### config.mk
export PLATFORM = sky130hd
export DESIGN_NAME = gray_position_decoder
export DESIGN_NICKNAME = d
export VERILOG_FILES = /design/src/rtl/gray_pkg.sv /design/src/rtl/gray_to_bin.sv /design/src/rtl/gray_position_decoder.sv
export SDC_FILE = /design/constraint.sdc
export NUM_CORES = 1
export LEC_CHECK = 0
export CAP_MARGIN = 10
export CORE_UTILIZATION = 35
export CTS_CLUSTER_SIZE = 16
export DETAILED_ROUTE_END_ITERATION = 8
export GPL_TIMING_DRIVEN = 1
export PLACE_DENSITY = 0.53
export SYNTH_ARGS = -nofsm -noshare
export SYNTH_HDL_FRONTEND = slang
export SYNTH_SLANG_ARGS = --single-unit
### constraint.sdc
create_clock -name clk -period 6 [get_ports clk]
set_clock_uncertainty 0.05 [all_clocks]
set_input_delay 0.9 -clock clk [delete_from_list [all_inputs] [get_ports clk]]
set_output_delay 0.9 -clock clk [all_outputs]
set_load 0.005 [all_outputs]
### src/rtl/gray_pkg.sv
// Shared types and helpers for the Gray position decoder.
//   state_t   : FILL / LOAD / TRACK sequencing of the decoder
//   gray2bin  : Gray -> binary for a code of width w (w <= 32)
//   bin2gray  : binary -> Gray (reference helper for benches)
//   popcount  : number of set bits in a 32-bit word
package gray_pkg;

    typedef enum logic [1:0] {
        FILL  = 2'd0,
        LOAD  = 2'd1,
        TRACK = 2'd2
    } state_t;

    function automatic logic [31:0] gray2bin(input logic [31:0] g, input int unsigned w);
        logic [31:0] m;
        logic [31:0] x;
        m = (w >= 32) ? 32'hFFFF_FFFF : ((32'd1 << w) - 32'd1);
        x = g & m;
        // Prefix XOR from the MSB down, done in log2 doubling steps.
        for (int s = 1; s < 32; s = s * 2)
            x = x ^ (x >> s);
        return x;
    endfunction

    function automatic logic [31:0] bin2gray(input logic [31:0] b);
        return b ^ (b >> 1);
    endfunction

    function automatic logic [31:0] popcount(input logic [31:0] x);
        logic [31:0] n;
        n = '0;
        for (int i = 0; i < 32; i++)
            n = n + 32'(x[i]);
        return n;
    endfunction

endpackage

### src/rtl/gray_to_bin.sv
// Combinational Gray -> binary converter.
//   i_g : Gray-coded input, W bits
//   o_b : binary output, W bits
// Bit i of the result is the XOR of all Gray bits from the MSB down to i,
// i.e. the prefix chain b[i] = b[i+1] ^ g[i] written without a
// self-referencing vector.
module gray_to_bin #(
    parameter int W = 4
) (
    input  logic [W-1:0] i_g,
    output logic [W-1:0] o_b
);

    for (genvar i = 0; i < W; i++) begin : g_bit
        assign o_b[i] = ^i_g[W-1:i];
    end

endmodule

### src/rtl/gray_position_decoder.sv
// Gray-coded position decoder: synchronises an asynchronous Gray input,
// converts it to binary, reports legal single-step motion with direction,
// counts revolution wraps and counts/flags illegal multi-bit jumps.
//   clk, rst_n : clock, async active-low reset
//   g          : async Gray position (W bits)
//   clr        : sync clear of turns and err_cnt
//   b          : registered binary position
//   valid      : b holds a decoded sample
//   step/err   : one-cycle pulses, legal step / illegal jump
//   dir        : direction of last step (1 = up), held between steps
//   turns      : signed revolution count mod 2^TW
//   err_cnt    : saturating illegal-jump count
module gray_position_decoder
    import gray_pkg::*;
#(
    parameter int W  = 4,
    parameter int TW = 8
) (
    input  logic          clk,
    input  logic          rst_n,
    input  logic [W-1:0]  g,
    input  logic          clr,
    output logic [W-1:0]  b,
    output logic          valid,
    output logic          step,
    output logic          dir,
    output logic          err,
    output logic [TW-1:0] turns,
    output logic [TW-1:0] err_cnt
);

    logic [W-1:0]  r_s1, r_s2, r_gprev, r_b;
    logic          r_valid, r_step, r_dir, r_err;
    logic [TW-1:0] r_turns, r_err_cnt;
    logic [1:0]    r_fill, w_fill_nxt;
    state_t        r_state, w_state_nxt;

    logic [W-1:0]  w_nb;
    logic [31:0]   w_hd;
    logic          w_up, w_wrap_up, w_wrap_dn;

    // Two-flop synchroniser; the only entry point for g.
    always_ff @(posedge clk or negedge rst_n) begin
        if (!rst_n) begin
            r_s1 <= '0;
            r_s2 <= '0;
        end else begin
            r_s1 <= g;
            r_s2 <= r_s1;
        end
    end

    gray_to_bin #(.W(W)) u_g2b (
        .i_g (r_s2),
        .o_b (w_nb)
    );

    assign w_hd      = popcount(32'(r_s2 ^ r_gprev));
    assign w_up      = (w_nb == r_b + W'(1));
    assign w_wrap_up = (r_b == '1) && (w_nb == '0);
    assign w_wrap_dn = (r_b == '0) && (w_nb == '1);

    // FSM state register.
    always_ff @(posedge clk or negedge rst_n) begin
        if (!rst_n) begin
            r_state <= FILL;
            r_fill  <= '0;
        end else begin
            r_state <= w_state_nxt;
            r_fill  <= w_fill_nxt;
        end
    end

    // Let the synchroniser fill with real samples before the first load.
    always_comb begin
        w_state_nxt = r_state;
        w_fill_nxt  = r_fill;
        case (r_state)
            FILL: begin
                if (r_fill == 2'd2) w_state_nxt = LOAD;
                else                w_fill_nxt  = r_fill + 2'd1;
            end
            LOAD:    w_state_nxt = TRACK;
            TRACK:   w_state_nxt = TRACK;
            default: w_state_nxt = FILL;
        endcase
    end

    // Output / tracking registers.
    always_ff @(posedge clk or negedge rst_n) begin
        if (!rst_n) begin
            r_gprev   <= '0;
            r_b       <= '0;
            r_valid   <= 1'b0;
            r_step    <= 1'b0;
            r_dir     <= 1'b0;
            r_err     <= 1'b0;
            r_turns   <= '0;
            r_err_cnt <= '0;
        end else begin
            r_step <= 1'b0;
            r_err  <= 1'b0;
            case (r_state)
                LOAD: begin
                    r_b     <= w_nb;
                    r_gprev <= r_s2;
                    r_valid <= 1'b1;
                end
                TRACK: begin
                    if (w_hd == 32'd1) begin
                        r_step  <= 1'b1;
                        r_dir   <= w_up;
                        r_b     <= w_nb;
                        r_gprev <= r_s2;
                        if (w_wrap_up)      r_turns <= r_turns + TW'(1);
                        else if (w_wrap_dn) r_turns <= r_turns - TW'(1);
                    end else if (w_hd > 32'd1) begin
                        r_err   <= 1'b1;
                        r_b     <= w_nb;
                        r_gprev <= r_s2;
                        if (r_err_cnt != '1) r_err_cnt <= r_err_cnt + TW'(1);
                    end
                end
                default: ;
            endcase
            // Clear overrides any same-cycle wrap or error increment.
            if (clr) begin
                r_turns   <= '0;
                r_err_cnt <= '0;
            end
        end
    end

    assign b       = r_b;
    assign valid   = r_valid;
    assign step    = r_step;
    assign dir     = r_dir;
    assign err     = r_err;
    assign turns   = r_turns;
    assign err_cnt = r_err_cnt;

endmodule

### Word-level counts from Yosys, hierarchy flattened

Cells that the tools add are included.

| cells by class | value |
|---|---|
| magnitude comparators | 1 |
| reduce and logical (&&, ||, !) cells | 20 |
| equality and inequality tests | 11 |
| bitwise gates (word level) | 2 |
| $add $sub $neg | 36 |
| mux-type cells | 23 |

Operators with widths:

| operator | number |
|---|---|
| 8-bit 2-to-1 mux | 10 |
| 31-bit by 1-bit adder with 32-bit output, second input constant | 1 |
| 32-bit by 1-bit equality test with 1-bit output, second input constant | 1 |
| 32-bit by 1-bit > comparator with 1-bit output, second input constant | 1 |
| 30-bit by 1-bit adder with 31-bit output, second input constant | 1 |
| 29-bit by 1-bit adder with 30-bit output, second input constant | 1 |
| 28-bit by 1-bit adder with 29-bit output, second input constant | 1 |
| 27-bit by 1-bit adder with 28-bit output, second input constant | 1 |
| 26-bit by 1-bit adder with 27-bit output, second input constant | 1 |
| 25-bit by 1-bit adder with 26-bit output, second input constant | 1 |
| 24-bit by 1-bit adder with 25-bit output, second input constant | 1 |
| 23-bit by 1-bit adder with 24-bit output, second input constant | 1 |
| 22-bit by 1-bit adder with 23-bit output, second input constant | 1 |
| 21-bit by 1-bit adder with 22-bit output, second input constant | 1 |
| 20-bit by 1-bit adder with 21-bit output, second input constant | 1 |
| 19-bit by 1-bit adder with 20-bit output, second input constant | 1 |
| 18-bit by 1-bit adder with 19-bit output, second input constant | 1 |
| 17-bit by 1-bit adder with 18-bit output, second input constant | 1 |
| 16-bit by 1-bit adder with 17-bit output, second input constant | 1 |
| 15-bit by 1-bit adder with 16-bit output, second input constant | 1 |
| 8-bit by 1-bit adder with 8-bit output, second input constant | 2 |
| 4-bit 2-to-1 mux | 4 |
| 4-bit case mux with 2 select lines | 2 |
| 14-bit by 1-bit adder with 15-bit output, second input constant | 1 |
| 40 further kinds | 55 |

| storage, ports and cells | value |
|---|---|
| register bits | 40 |
| logic and storage cells | 105 |
| input port bits | 7 |
| output and inout bits | 24 |

### Longest topological paths before layout

| depth | value |
|---|---|
| depth after elaboration | 37 |
| gate-level depth with buffers | 12 |
| mapped depth without buffers | 12 |

### Cells and area by module

From an unflattened synthesis, not the netlist that was laid out.

| second synthesis, totals | value |
|---|---|
| cells, all modules | 197 |
| area total of the unflattened synthesis | 2,178.3 µm² |

Modules (own cells, without submodules):

| module | cells an instance | area an instance (µm²) | sequential area each (µm²) | times used |
|---|---|---|---|---|
| gray_position_decoder | 192 | 2,128.3 | 1,001.0 | 1 |
| gray_to_bin | 5 | 50.0 | 0.0 | 1 |

### Worst setup path before layout

No wires, ideal clock.

| path | value |
|---|---|
| kind | reg-to-reg |
| start | reg r_s2[2] |
| end | reg r_turns[6] (netlist: turns[6]) |
| data required time | 5.840 ns |
| cell stages (with the launch flop) | 12 |
| clock period less this slack | 3.011 ns |
| library setup time | 0.110 ns |
| path slack | 2.989 ns |
| buffers on the path | 0 |
| arrival | 2.851 ns |
| path through | dfrtp_1 inv_1 ha_1 xnor2_2 nor4_1 nor2_1 ha_1 and2b_2 o31a_1 o21a_1 o21a_1 o41ai_1 |

| on the way | value |
|---|---|
| elaborated cells between the ends (all ways) | 46 |
| classes of those cells | add/sub: 30; eq/ne: 2; mux: 4; bitwise: 1; reduce/logical: 9 |

RTL lines:

| what | line | RTL |
|---|---|---|
| from (decl) | gray_position_decoder.sv:32 | `logic [W-1:0] r_s1, r_s2, r_gprev, r_b;` |
| from (signal assigned) | gray_position_decoder.sv:49 | `r_s2 <= r_s1;` |
| 2-bit parity (*) | gray_to_bin.sv:15 | `assign o_b[i] = ^i_g[W-1:i];` |
| via u_g2b.o_b[2] | gray_to_bin.sv:11 | `output logic [W-1:0] o_b` |
| 4-bit zero test | gray_position_decoder.sv:60 | `assign w_wrap_up = (r_b == '1) && (w_nb == '0);` |
| 1-bit logical AND | gray_position_decoder.sv:60 |  |
| 8-bit 2-to-1 mux | gray_position_decoder.sv:115 | `if (w_wrap_up) r_turns <= r_turns + TW'(1);` |
| 8-bit 2-to-1 mux | gray_position_decoder.sv:110 | `if (w_hd == 32'd1) begin` |
| 8-bit 2-to-1 mux | gray_position_decoder.sv:103 | `case (r_state)` |
| 8-bit 2-to-1 mux | gray_position_decoder.sv:127 | `if (clr) begin` |
| to (signal assigned) | gray_position_decoder.sv:115 |  |
| to (signal assigned) | gray_position_decoder.sv:116 | `else if (w_wrap_dn) r_turns <= r_turns - TW'(1);` |
| to (decl) | gray_position_decoder.sv:34 | `logic [TW-1:0] r_turns, r_err_cnt;` |

Mark *: on every way through the listed nets, which the timed path passes. The rest lies on a longest branch. The select of a mux whose other input is x is not followed.
A chain may end at the register's enable or synchronous reset.

### Worst setup path after layout

| path | value |
|---|---|
| start | reg r_s2[3] |
| end | reg r_turns[7] (netlist: turns[7]) |

| on the way | value |
|---|---|
| longest elaborated chain between the ends | 33 |
| elaborated cells between the ends (all ways) | 45 |
| classes of those cells | add/sub: 29; eq/ne: 2; mux: 4; bitwise: 1; reduce/logical: 9 |

RTL lines:

| what | line | RTL |
|---|---|---|
| 4-bit bitwise XOR | gray_position_decoder.sv:58 | `assign w_hd = popcount(32'(r_s2 ^ r_gprev));` |
| 3-bit by 1-bit adder with 4-bit output | gray_pkg.sv:33 | `n = n + 32'(x[i]);` |
| 4-bit by 1-bit adder with 5-bit output | gray_pkg.sv:33 |  |
| 5-bit by 1-bit adder with 6-bit output | gray_pkg.sv:33 |  |
| 6-bit by 1-bit adder with 7-bit output | gray_pkg.sv:33 |  |
| 7-bit by 1-bit adder with 8-bit output | gray_pkg.sv:33 |  |
| 8-bit by 1-bit adder with 9-bit output | gray_pkg.sv:33 |  |
| 9-bit by 1-bit adder with 10-bit output | gray_pkg.sv:33 |  |
| [... 17 more ...] | -- |  |
| 27-bit by 1-bit adder with 28-bit output | gray_pkg.sv:33 |  |
| 28-bit by 1-bit adder with 29-bit output | gray_pkg.sv:33 |  |
| 29-bit by 1-bit adder with 30-bit output | gray_pkg.sv:33 |  |
| 30-bit by 1-bit adder with 31-bit output | gray_pkg.sv:33 |  |
| 31-bit by 1-bit adder with 32-bit output | gray_pkg.sv:33 |  |
| 32-bit by 1-bit equality test with 1-bit output | gray_position_decoder.sv:110 |  |
| 2-bit nonzero test (no line) | -- |  |
| 3-bit AND reduction (no line) | -- |  |

Parallel ways exist; a longest one is shown, timed or not. The select of a mux whose other input is x is not followed.

==> metrics.md <==
| Metric | Value |
|---|---|
| Outcome | `finished, final reports clean` |
| Predominant post-synthesis flop cell | `dfrtp_1` |
| Core Area | `about 6300 um2` |
| Finished Cell Area | `around 2800 um2` |
| Setup repair bufs after CTS | `0` |
| MaxCap Viol Count | `0` |
| Initial Utilization | `36.35%` |
| Nets | `281` |
| Switching Share | `42.67%` |
| Sw power | `about 0.00049 W` |
| Clk_lat worst skew | `0.29 ns` |
| Worst path arrival time | `3.52 ns` |
| Req. time, crit path | `6.09 ns` |
| Port Buffer Count | `30` |
| Inst Count DP | `323` |
| RSZ-0062 raised after global routing | `false` |
| Largest net degree at the start of global routing | `40` |
| DRT Pass-1 Iters | `4` |
| Worst-Margin Slew | `approximately 0.89 ns` |
| Part of the power in the clock network | `15.8%` |
| Vias in the first global route | `1,687` |
| Placer congestion estimate | `0.8130` |
| Peak VDD IR | `0.2134 mV` |
| Worst reg2reg path endpoint | `turns[7]` |
| Final std cells w/o fill | `roughly 330` |
| Share of layout cells above drive strength 1 | `9.055%` |
| Detailed-route DRC error count | `0` |
| Tcrit/Tclk final | `a little under three fifths` |
| Crit start category | `flip-flop` |
| CP max FO | `10` |
| P_leak | `around 1.2 nW` |
| TritonCTS Buffers | `5` |
| Detailed Route Iter0 Violations | `98` |
| Total Neg Setup Slack | `0 ns` |
| Sequential area share after synthesis | `~42%` |
| Clock buffer depth | `2` |
| H-tree levels | `2` |
| Final HPWL DP | `~3400 um` |
| Post-cts resize count | `0` |
| Die area | `6925 um2` |
| Synth Cell Area | `2308 um2` |
| Gate Count Post-Synth | `221` |
| Hold-fix buffers, CTS | `0` |
| Slew margin rel. | `40.46%` |
| Clk sinks | `39` |
| CTS tree | `yes` |
| Register-to-register setup slack | `~2.6 ns` |
| F_max | `290.9 MHz` |
| Internal | `between 0.0006 and 0.0007 W` |
| Setup crit end kind | `flip-flop` |
| Pwr dens | `412.7 nW/um2` |
| Register bit total from synthesis | `39` |
| RR Startpoint | `r_s2[3]` |
| Avg WL per Cell | `14.43 um` |
| Crit path time final | `between 3 and 4 ns` |
| Synth unique cells | `51` |
| Synthesized area per cell | `~10 um2` |
| Antenna fix cells | `0` |
| Antenna violations before repair | `0` |
| Vias | `roughly 1,700` |
| Synth Warn # | `0` |
| Worst-path clk slew | `0.08 ns` |
| Fin. Hold Viols | `0` |
| Post-synth EDFFs | `0` |
| Placed inst area | `~2700 um2` |
| Reg2Reg Depth | `12` |
| Die H | `83.22 um` |
| Reg power frac | `31.4%` |
| Vias per cell | `5.205` |
| Die width | `83.22 um` |
| GR Util All Layers | `14.84%` |
| Critical path destination | `turns[7]` |
| Comb power frac | `roughly 53%` |
| Final setup viols | `0` |
| Global-route wire length before repair | `8169 um` |
| Syn_nets | `249` |
| Crit Path Category | `flip-flop to flip-flop` |
| Worst hold path class | `flip-flop to flip-flop` |
| Area growth from synthesis to layout | `19.62%` |
| Post-route ant nets | `0` |
| WHS | `0.3046 ns` |
| WL final | `about 4800 um` |
| I/O pin cnt | `31` |
| Floorplan row count | `29` |
| Ys async rst share | `100.0%` |
| Max-slew violations | `0` |
| Crit path launch | `r_s2[3]` |
| Gr ovfl total | `0` |
| Clk root buf | `clkbuf_8` |
==> worst max-delay path, cell delays in order, from the launching register on <==
cell and delay (ns):
dfrtp_1 0.45, xor2_1 0.36, fa_1 0.49, ha_1 0.23
inv_1 0.08, ha_1 0.23, nor3b_1 0.37, nand2_2 0.23
inv_1 0.21, nand2_1 0.07, a21oi_1 0.18, mux2i_1 0.20
o311ai_0 0.14
==> placed cells by master (no fill, tap or decap), types with 3 or more instances in the layout <==
| cell | count |
|---|---|
| o31ai_1 | 3 |
| o311ai_0 | 5 |
| a21oi_1 | 7 |
| nor4_1 | 3 |
| o41ai_1 | 3 |
| clkbuf_8 | 5 |
| nand2_1 | 14 |
| xnor2_1 | 12 |
| inv_1 | 17 |
| nor3_1 | 4 |
| o21a_1 | 4 |
| nor2_1 | 10 |
| ha_1 | 19 |
| nand3_1 | 11 |
| o211ai_1 | 3 |
| a211oi_1 | 3 |
| o21ai_0 | 10 |
| xor2_1 | 8 |
| clkdlybuf4s50_1 | 29 |
| dfrtp_1 | 39 |
==> area by class of cell <==
| class | count | area [um2] |
|---|---|---|
| inverters | 17 | 63.81 |
| flip-flops and latches | 39 | 975.9 |
| fillers | 606 | 3588 |
| repair buffers | 30 | 295.3 |
| clock buffers | 5 | 68.82 |
| clock inverters | 3 | 20.02 |
| well taps | 77 | 96.34 |
| multi-input cells | 160 | 1241 |
==> per-stage QoR <==
stage	setup slack [ns]	power, W	util, %
6_report	2.563	0.001140	43.49
5_1_grt	2.340	0.001247	43.49
2_1_floorplan	2.989	0.0008046	-
3_3_place_gp	2.587	0.0009678	42.09
4_1_cts	2.543	0.001165	43.49
3_5_place_dp	2.561	0.0009705	42.09
==> cell usage after synthesis, drive strengths merged, types with 2 or more instances <==
cell | instances | area [um2]
dfrtp | 39 | 975.9
ha | 19 | 237.7
inv | 17 | 63.81
nand2 | 15 | 58.81
xnor2 | 14 | 137.6
o21ai | 12 | 63.81
nand3 | 11 | 55.05
nor2 | 10 | 37.54
a21oi | 9 | 52.55
xor2 | 8 | 70.07
o311ai | 5 | 43.79
nor3 | 4 | 20.02
o21a | 4 | 30.03
a211oi | 3 | 22.52
buf | 3 | 20.01
nor4 | 3 | 18.77
o211ai | 3 | 22.52
o31ai | 3 | 22.52
o41ai | 3 | 26.28
a211o | 2 | 17.52
a31o | 2 | 17.52
and2b | 2 | 16.27
and3 | 2 | 13.77
clkbuf | 2 | 7.510
fa | 2 | 40.04
mux2 | 2 | 22.52
mux2i | 2 | 20.02
nand2b | 2 | 12.51
nand4 | 2 | 12.51
o211a | 2 | 20.02
or4 | 2 | 15.01
==> worst min-delay path by stage <==
stage | cells after the start | to | startpoint
5_1_grt | 0 | r_s2[0] | r_s1[0]
6_report | 0 | r_s2[0] | r_s1[0]
2_1_floorplan | 0 | r_s2[0] | r_s1[0]
3_5_place_dp | 0 | r_s2[0] | r_s1[0]
3_3_place_gp | 0 | r_s2[0] | r_s1[0]
4_1_cts | 0 | r_s2[0] | r_s1[0]
==> kinds of logic (layout without fill, tap and decap cells) <==
logic type / Yosys count / count (layout) / synth area share, %
AND/OR/NAND/NOR: 60 / 60 / 13.71
AO/OA/AOI/OAI: 53 / 53 / 17.18
flip-flops: 39 / 39 / 42.28
XOR/XNOR: 22 / 22 / 8.997
buffers and inverters: 22 / 55 / 3.956
adder cells (fa/ha/maj): 21 / 21 / 12.03
multiplexers: 4 / 4 / 1.843
==> per-layer routing <==
metal | track usage (%) | vias up | share of wire [%]
met4 | 5.643 | 0 | 1.0
met2 | 23.40 | 37 | 46
li1 | - | 856 | -
met3 | 2.584 | 4 | 3.1
met1 | 20.32 | 826 | 50
met5 | 0 | - | 0
==> power groups by stage <==
stage / Combinational (W) / Clock [W] / Sequential (W)
after floorplan: 0.000447 / 0 / 0.000358
after global placement: 0.000605 / 0 / 0.000363
after detailed placement: 0.000607 / 0 / 0.000364
after CTS: 0.000613 / 0.000193 / 0.000360
after global routing: 0.000679 / 0.000203 / 0.000365
final: 0.000601 / 0.000180 / 0.000358
==> registers in the layout (all words and copies together) (netlist names) <==
signal,cells
turns,8
r_s2,4
valid,1
err,1
b,3
step,1
r_s1,4
r_gprev,4
err_cnt,8
r_fill,2
r_state,2
dir,1
No activity file was read; power rests on OpenSTA's default activity.
